<file path="config.mk">
export PLATFORM = sky130hd
export DESIGN_NAME = seven_seg_scan_ctrl
export DESIGN_NICKNAME = d
export VERILOG_FILES = /design/src/rtl/seven_seg_scan_ctrl_pkg.sv /design/src/rtl/seven_seg_scan_ctrl_slot_timer.sv /design/src/rtl/seven_seg_scan_ctrl.sv
export SDC_FILE = /design/constraint.sdc
export NUM_CORES = 1
export LEC_CHECK = 0
export CAP_MARGIN = 0
export CORE_UTILIZATION = 38
export DETAILED_ROUTE_END_ITERATION = 8
export PLACE_DENSITY = 0.58
export SLEW_MARGIN = 20
export SYNTH_ARGS = -nofsm -noshare
export SYNTH_HDL_FRONTEND = slang
export SYNTH_SLANG_ARGS = --single-unit
</file>
<file path="constraint.sdc">
create_clock -name clk -period 1.8 [get_ports clk]
set_input_delay 0.36 -clock clk [delete_from_list [all_inputs] [get_ports clk]]
set_output_delay 0.36 -clock clk [all_outputs]
set_load 0.05 [all_outputs]
</file>
<file path="src/rtl/seven_seg_scan_ctrl_pkg.sv">
// seven_seg_pkg: shared constants and types for the seven-segment scan controller.
package seven_seg_pkg;
  localparam int NUM_DIGITS = 6;
  localparam logic [2:0] SEL_BLANK = 3'd7;
  typedef logic [2:0] digit_idx_t;
  typedef enum logic [1:0] {IDLE, BLANK, SHOW} scan_state_t;
endpackage

</file>
<file path="src/rtl/seven_seg_scan_ctrl_slot_timer.sv">
// seg_slot_timer: slot cycle counter and digit pointer with slot boundary strobes.
module seg_slot_timer
  import seven_seg_pkg::*;
#(
  parameter int REFRESH_DIV  = 20000,
  parameter int BLANK_CYCLES = 200,
  parameter int CW           = $clog2(REFRESH_DIV)
) (
  input  logic          clk,
  input  logic          rst_n,
  input  logic          clr,
  input  logic          start,
  output logic [CW-1:0] c,
  output digit_idx_t    d,
  output logic          slot_start,
  output logic          blank_end,
  output logic          slot_end
);
  assign slot_end   = c == CW'(REFRESH_DIV - 1);
  assign blank_end  = c == CW'(BLANK_CYCLES - 1);
  assign slot_start = start | slot_end;
  always_ff @(posedge clk or negedge rst_n)
    if (!rst_n) begin
      c <= '0;
      d <= '0;
    end else if (clr) begin
      c <= '0;
      d <= '0;
    end else if (slot_end) begin
      c <= '0;
      d <= (d == digit_idx_t'(NUM_DIGITS - 1)) ? '0 : d + 3'd1;
    end else begin
      c <= c + 1'b1;
    end
endmodule

</file>
<file path="src/rtl/seven_seg_scan_ctrl.sv">
// seven_seg_scan_ctrl: six-digit scan FSM with blanking dead-time and PWM lit window.
// Define SEG_SCAN_BRIGHTNESS_EN to enable the brightness-controlled duty; otherwise the whole post-blank window is lit.
module seven_seg_scan_ctrl
  import seven_seg_pkg::*;
#(
  parameter int REFRESH_DIV  = 20000,
  parameter int BLANK_CYCLES = 200
) (
  input  logic                  clk,
  input  logic                  rst_n,
  input  logic                  enable,
  input  logic [NUM_DIGITS-1:0] digit_en,
  input  logic [3:0]            brightness,
  output logic [2:0]            sel,
  output logic                  frame_tick
);
  localparam int CW   = $clog2(REFRESH_DIV);
  localparam int SPAN = REFRESH_DIV - BLANK_CYCLES;
  scan_state_t state, nxt;
  logic [NUM_DIGITS-1:0] me;
  logic [CW-1:0] c;
  digit_idx_t d;
  logic slot_start, blank_end, slot_end;
  logic [31:0] on;
  seg_slot_timer #(.REFRESH_DIV(REFRESH_DIV), .BLANK_CYCLES(BLANK_CYCLES), .CW(CW)) u_timer (
    .clk        (clk),
    .rst_n      (rst_n),
    .clr        (state == IDLE || !enable),
    .start      (state == IDLE && enable),
    .c          (c),
    .d          (d),
    .slot_start (slot_start),
    .blank_end  (blank_end),
    .slot_end   (slot_end)
  );
  always_ff @(posedge clk or negedge rst_n)
    if (!rst_n) state <= IDLE;
    else state <= nxt;
  always_comb begin
    nxt = state;
    if (!enable) nxt = IDLE;
    else if (state == IDLE) nxt = BLANK;
    else if (state == BLANK && blank_end) nxt = SHOW;
    else if (state == SHOW && slot_end) nxt = BLANK;
  end
  // Mask and duty only change at a slot boundary so a slot never splits mid-way.
  always_ff @(posedge clk or negedge rst_n)
    if (!rst_n) me <= '0;
    else if (slot_start) me <= digit_en;
`ifdef SEG_SCAN_BRIGHTNESS_EN
  logic [3:0] bl;
  always_ff @(posedge clk or negedge rst_n)
    if (!rst_n) bl <= '0;
    else if (slot_start) bl <= brightness;
  assign on = 32'((64'(SPAN) * (64'(bl) + 64'd1)) >> 4);
`else
  logic unused_brightness;
  assign unused_brightness = ^brightness;
  assign on = 32'(SPAN);
`endif
  always_comb begin
    sel = (state == SHOW && me[d] && 32'(c) < 32'(BLANK_CYCLES) + on) ? d : SEL_BLANK;
    frame_tick = state == SHOW && slot_end && d == digit_idx_t'(NUM_DIGITS - 1);
  end
endmodule
</file>
Word-level counts from Yosys, hierarchy flattened
Index checks and enable logic that the tools add are counted.
{ "totals": {"rom_bits": 0, "wordCells": 37, "register_bits": 26, "in_bits": 13, "latch_bits": 0, "mem_count": 0, "ram_bits": 0, "out_inout_bits": 4} }
{ "op_classes": {"muxes": 12, "add_sub_neg": 2, "reduce_logical": 10, "div_mod_pow": 0, "n_lt_le_gt_ge": 2, "shifts": 0, "multipliers": 0, "n_eq_ne": 6, "n_bitwise": 1} }
{ "ops": {"columns": ["cell", "count"], "rows": [
  ["15-bit two-way mux", 2],
  ["15-bit by 1-bit adder with 15-bit output, second input constant", 1],
  ["15-bit == test, second input constant", 1],
  ["15-bit by 8-bit == test with 1-bit output, second input constant", 1],
  ["15-bit less-than comparator, second input constant", 1],
  ["3-bit two-way mux", 4],
  ["2-bit two-way mux", 4],
  ["1-bit logical AND", 6],
  ["3-bit by 4-bit less-than comparator with 1-bit output, second input constant", 1],
  ["4-bit by 1-bit inequality test with 1-bit output, second input constant", 1],
  ["3-bit by 1-bit adder with 3-bit output, second input constant", 1],
  ["1-bit binary-select mux with 3-bit select", 1],
  ["3-bit == test, second input constant", 1],
  ["2-bit by 1-bit == test with 1-bit output, second input constant", 1],
  ["2-bit == test, second input constant", 1],
  ["2-bit logical NOT", 1],
  ["2-bit nonzero test", 1],
  ["1-bit logical NOT", 1],
  ["1-bit logical OR", 1],
  ["1-bit two-way mux", 1],
  ["1-bit OR", 1]
]} }

Depth between registers and ports, before layout
{ "depth": {"ltp_word": 6, "mapped_depth": 9, "mapped_depth_nobuf": 5} }

By module
Synthesis repeated with hierarchy kept, for this count alone.
{ "hier_totals": {"hier_cells": 132, "hier_area_um2": 1411.4} }
{ "modules_own_cells": {"columns": ["mod", "cells_per_inst", "seq_area_each_um2", "instances", "area_per_inst_um2"], "rows": [
  ["seg_slot_timer", 93, 450.4, 1, 953.4],
  ["seven_seg_scan_ctrl", 39, 200.2, 1, 457.9]
]} }

Least setup slack after synthesis
OpenSTA, ideal clock, no wires.
{ "synth_timing": {"kind": "register -> output", "from": "register u_timer.c[0]", "to": "output frame_tick", "setup_slack_ps": -1294, "t_required_ps": 1440, "stages_incl_launch_ff": 6, "path_buffers": 1, "arrival_time_ps": 2734, "path_cell_list": "dfrtp_1 ha_1 and4_4 buf_6 nand4_1 nor4b_1"} }
{ "synth_between": {"elab_chain_len": 3} }
{ "synth_lines": {"columns": ["item", "line_no", "rtl"], "rows": [
  ["from (decl)", "seven_seg_scan_ctrl_slot_timer.sv:13", "output logic [CW-1:0] c,"],
  ["from (signal assigned)", "seven_seg_scan_ctrl_slot_timer.sv:33", "c <= c + 1'b1;"],
  ["15-bit == test", "seven_seg_scan_ctrl_slot_timer.sv:19", "assign slot_end = c == CW'(REFRESH_DIV - 1);"],
  ["1-bit logical AND (2 in series)", "seven_seg_scan_ctrl.sv:63", "frame_tick = state == SHOW && slot_end && d == digit_idx_t'(NUM_DIGITS - 1);"],
  ["to (decl)", "seven_seg_scan_ctrl.sv:15", "output logic frame_tick"]
]} }
Every way passes these cells.

Worst setup path in the final report
{ "layout_timing": {"from": "register u_timer.c[7]", "to": "output sel[1]"} }
{ "layout_between": {"elab_chain_len": 3} }
{ "layout_lines": {"columns": ["item", "line_no", "rtl"], "rows": [
  ["15-bit less-than comparator", "seven_seg_scan_ctrl.sv:62", "sel = (state == SHOW && me[d] && 32'(c) < 32'(BLANK_CYCLES) + on) ? d : SEL_BLANK;"],
  ["1-bit logical AND", "seven_seg_scan_ctrl.sv:62", null],
  ["3-bit two-way mux", "seven_seg_scan_ctrl.sv:62", null],
  ["to (decl)", "seven_seg_scan_ctrl.sv:14", "output logic [2:0] sel,"]
]} }
Every way passes these cells.

==> run summary <==
status -> finished, violations left
failing checks -> negative setup slack
hold buffers post-CTS -> 0
1st-iter DRT viols -> 32
First-pass DRT Iterations -> 4
RSZ-0062 raised after global routing -> true
CP Data Required Time -> 1440 ps
routability cong. -> 0.844
Seq pwr share -> 0.562
Peak VDD IR -> 0.307 mV
Tot Pwr -> 1.11 mW
largest family of logic cells by synthesized area -> simple AND/OR/NAND/NOR gates
post-synthesis adder-cell area fraction -> 0.0167
area occupied by registers -> 652 um2
chip width -> 64.8 um
routed vias -> 1171
fillers -> 337
Yosys cell types -> 39
worst-path fanout max -> 2
Initial Util -> 0.403
Synth Area in Compound Gates -> 0.0434
post-synthesis mux area share -> 0.0877
Final Skew -> 5.56 ps
first-pass GRT wire length -> 5690 um
Hold Path Class -> in2async
Sink Count -> 26
DRC errors left -> 0
Rel. slew slack -> 0.740
Final Hold Fails -> 0
CTS clk-pin slew, worst paths -> 90 ps
logic gate share of total power -> 0.123
leak pwr -> 0.857 nW
Setup WS post-layout -> -405 ps
Worst Setup Start Kind -> flip-flop
crit path cell chain -> nor4_4 -> o21ai_1 -> a21oi_2 -> or3b_4 -> buf_6
#FFs+latches synth -> 26
CP arrival -> 1840 ps
WL/cell -> 14.3 um
initial antenna violation count -> 0
Synth Instances -> 136
n_diodes -> 0
TritonCTS clock tree -> done
GR Overflow Total -> 0
Root Driver -> clkbuf_8
die height -> 64.8 um
switching share of power -> 0.238
Pint -> 845 uW
footprint of the multi-input gates -> 821 um2
Placement Cell Area -> 1900 um2
CP max stage cell -> dfrtp_1
Tcrit/Tclk final -> 1.22
Max-Cap Viols -> 0
pwr dens -> 552 nW/um2
layout cells sized above 1 -> 0.385
endpoints failing setup -> 4
Port Buffers -> 12
vias per cell -> 5.16
Crit Path Class -> reg2out
XOR/XNOR Fraction of Synth Area -> 0.0819
sequential-to-total area share from yosys stat -> 0.434
worst skew pair latency -> 270 ps
yosys warns -> 0
syn_area_per_cell -> 11.0 um2
Top Ports -> 17
post-synthesis cell area -> 1500 um2
clock share of power -> 0.315
worst slew pin tran -> 387 ps
fin area -> 2010 um2
Switching Power -> 264 uW
Syn Nets -> 151
fmax -> 454 MHz
largest net degree at the start of global routing -> 27
DRT antenna net count -> 0
row cnt -> 22
H-tree depth -> 1
Slew Limit Fails -> 0
total length of routed wires -> 3240 um
Final Critical Period -> 2200 ps
hpwl dp -> 2410 um
post-synthesis to final-layout area growth -> 34.3%
total track usage -> 0.178
vias in the first global route -> 1196
fin nets -> 195
Crit. End Element -> output port
Die Area -> 4200 um2
core area -> 3720 um2
clk buf depth -> 2
number of buffers created by CTS -> 3
simple-gate portion of the synthesized area -> 0.275
Critical Path Max Stage Delay -> 420 ps
[per-layer routing]
metal	track usage	wire (um)	vias to the layer above
met5	0	0	-
met4	0.0667	44	0
met3	0.0264	97	5
met2	0.292	1620	16
met1	0.235	1480	586
li1	-	-	564
[worst max-delay path: cells and delay by family (launching register included)]
kind | cells | cell delay [ps]
AOI/OAI and AO/OA | 2 | 290
buffers and inverters | 1 | 160
DFF | 1 | 420
and+or+nand+nor | 2 | 690
[sequential cells by signal (all words and copies together) (netlist names)]
register   flops
u_timer.d      3
me             6
u_timer.c     15
state          2
[placed cells by master (no fill, tap or decap), types with 3 or more instances in the layout]
cell / n
xor2_1: 5
nor4_1: 4
nor2_1: 11
mux2_4: 4
xnor2_1: 9
buf_12: 3
mux2i_1: 3
nand4_1: 8
clkdlybuf4s50_1: 8
inv_1: 6
clkbuf_8: 3
nor2_4: 8
nand2_1: 4
nand3_1: 5
buf_4: 33
dfrtp_1: 25
[synthesized netlist by cell type]
master,count,area (um2)
or2_1,1,6.26
nor3b_1,1,7.51
nor4bb_1,1,10.0
buf_6,4,45.0
xor2_1,5,43.8
a21oi_1,2,10.0
nor4b_1,1,8.76
mux2_2,1,11.3
o21ai_0,3,15.0
nor4_1,4,25.0
nor3_1,2,10.0
mux2_1,6,67.6
nor2b_1,2,12.5
mux2i_1,3,30.0
nor2_1,11,41.3
ha_1,2,25.0
xnor2_1,9,78.8
nand4b_1,1,8.76
or3b_1,1,8.76
inv_1,6,22.5
nand3b_1,2,15.0
o211a_1,1,10.0
nor4_2,1,12.5
nor2_4,8,90.1
buf_8,1,15.0
and4_4,2,22.5
a221oi_1,1,8.76
a31oi_4,1,21.3
nand4_1,8,50.1
nand2_1,5,18.8
nor2_2,2,12.5
or3_1,1,6.26
buf_2,1,5.00
dfrtp_1,26,651
and3_1,2,12.5
clkbuf_1,1,3.75
mux4_2,1,22.5
nand3_1,5,25.0
or4_1,1,7.51
[cell type report]
type	instances	area share
sequential	26	0.324
clock buffer	4	0.0224
inverter	6	0.0112
multi-input combinational	97	0.408
timing repair buffer	46	0.204
tap	48	0.0299
[power by group through the flow]
stage          combinational (mW)  clock (mW)  sequential [mW]
6_report                    0.136       0.350            0.623
5_1_grt                     0.150       0.378            0.626
4_1_cts                     0.124       0.356            0.622
3_5_place_dp                0.117           0            0.634
3_3_place_gp                0.112           0            0.631
2_1_floorplan              0.0581           0            0.630
[worst paths after layout]
check                             start            to  slack [ps]  depth (start not counted)
setup / recovery           u_timer.c[7]        sel[1]        -400                          5
hold / removal                    rst_n  u_timer.d[1]         450                          2
hold reg to reg                   me[1]         me[1]         510                          1
setup reg to reg           u_timer.c[7]         me[0]          40                          6
max in group asynchronous         rst_n  u_timer.c[6]        1080                          2
min in group clk                  me[1]         me[1]         510                          1
[stage by stage]
step                hold slack (ps)  worst slack (ps)   util  cells  setup TNS [ps]
floorplan                      64.4              -333      -    136           -1420
global placement                474              -164  0.512    221            -230
detailed placement              499              -173  0.512    221            -261
CTS                             458              -441  0.531    225           -1350
global route                    472              -490  0.541    227           -1680
finish                          448              -405  0.541    227           -1240
[cell families after synthesis]
family,after synthesis
adder cells (fa/ha/maj),2
buffers and inverters,13
AO/OA/AOI/OAI,8
multiplexers,11
XOR/XNOR,14
flip-flops,26
AND/OR/NAND/NOR,62
[timing repair]
item                       CTS  global route
setup buffers                0             2
setup endpoints to repair    4             8
gates cloned                 0             0
pin swaps                    2             0
resized for setup            7             7
No activity file was read; power rests on OpenSTA's default activity.
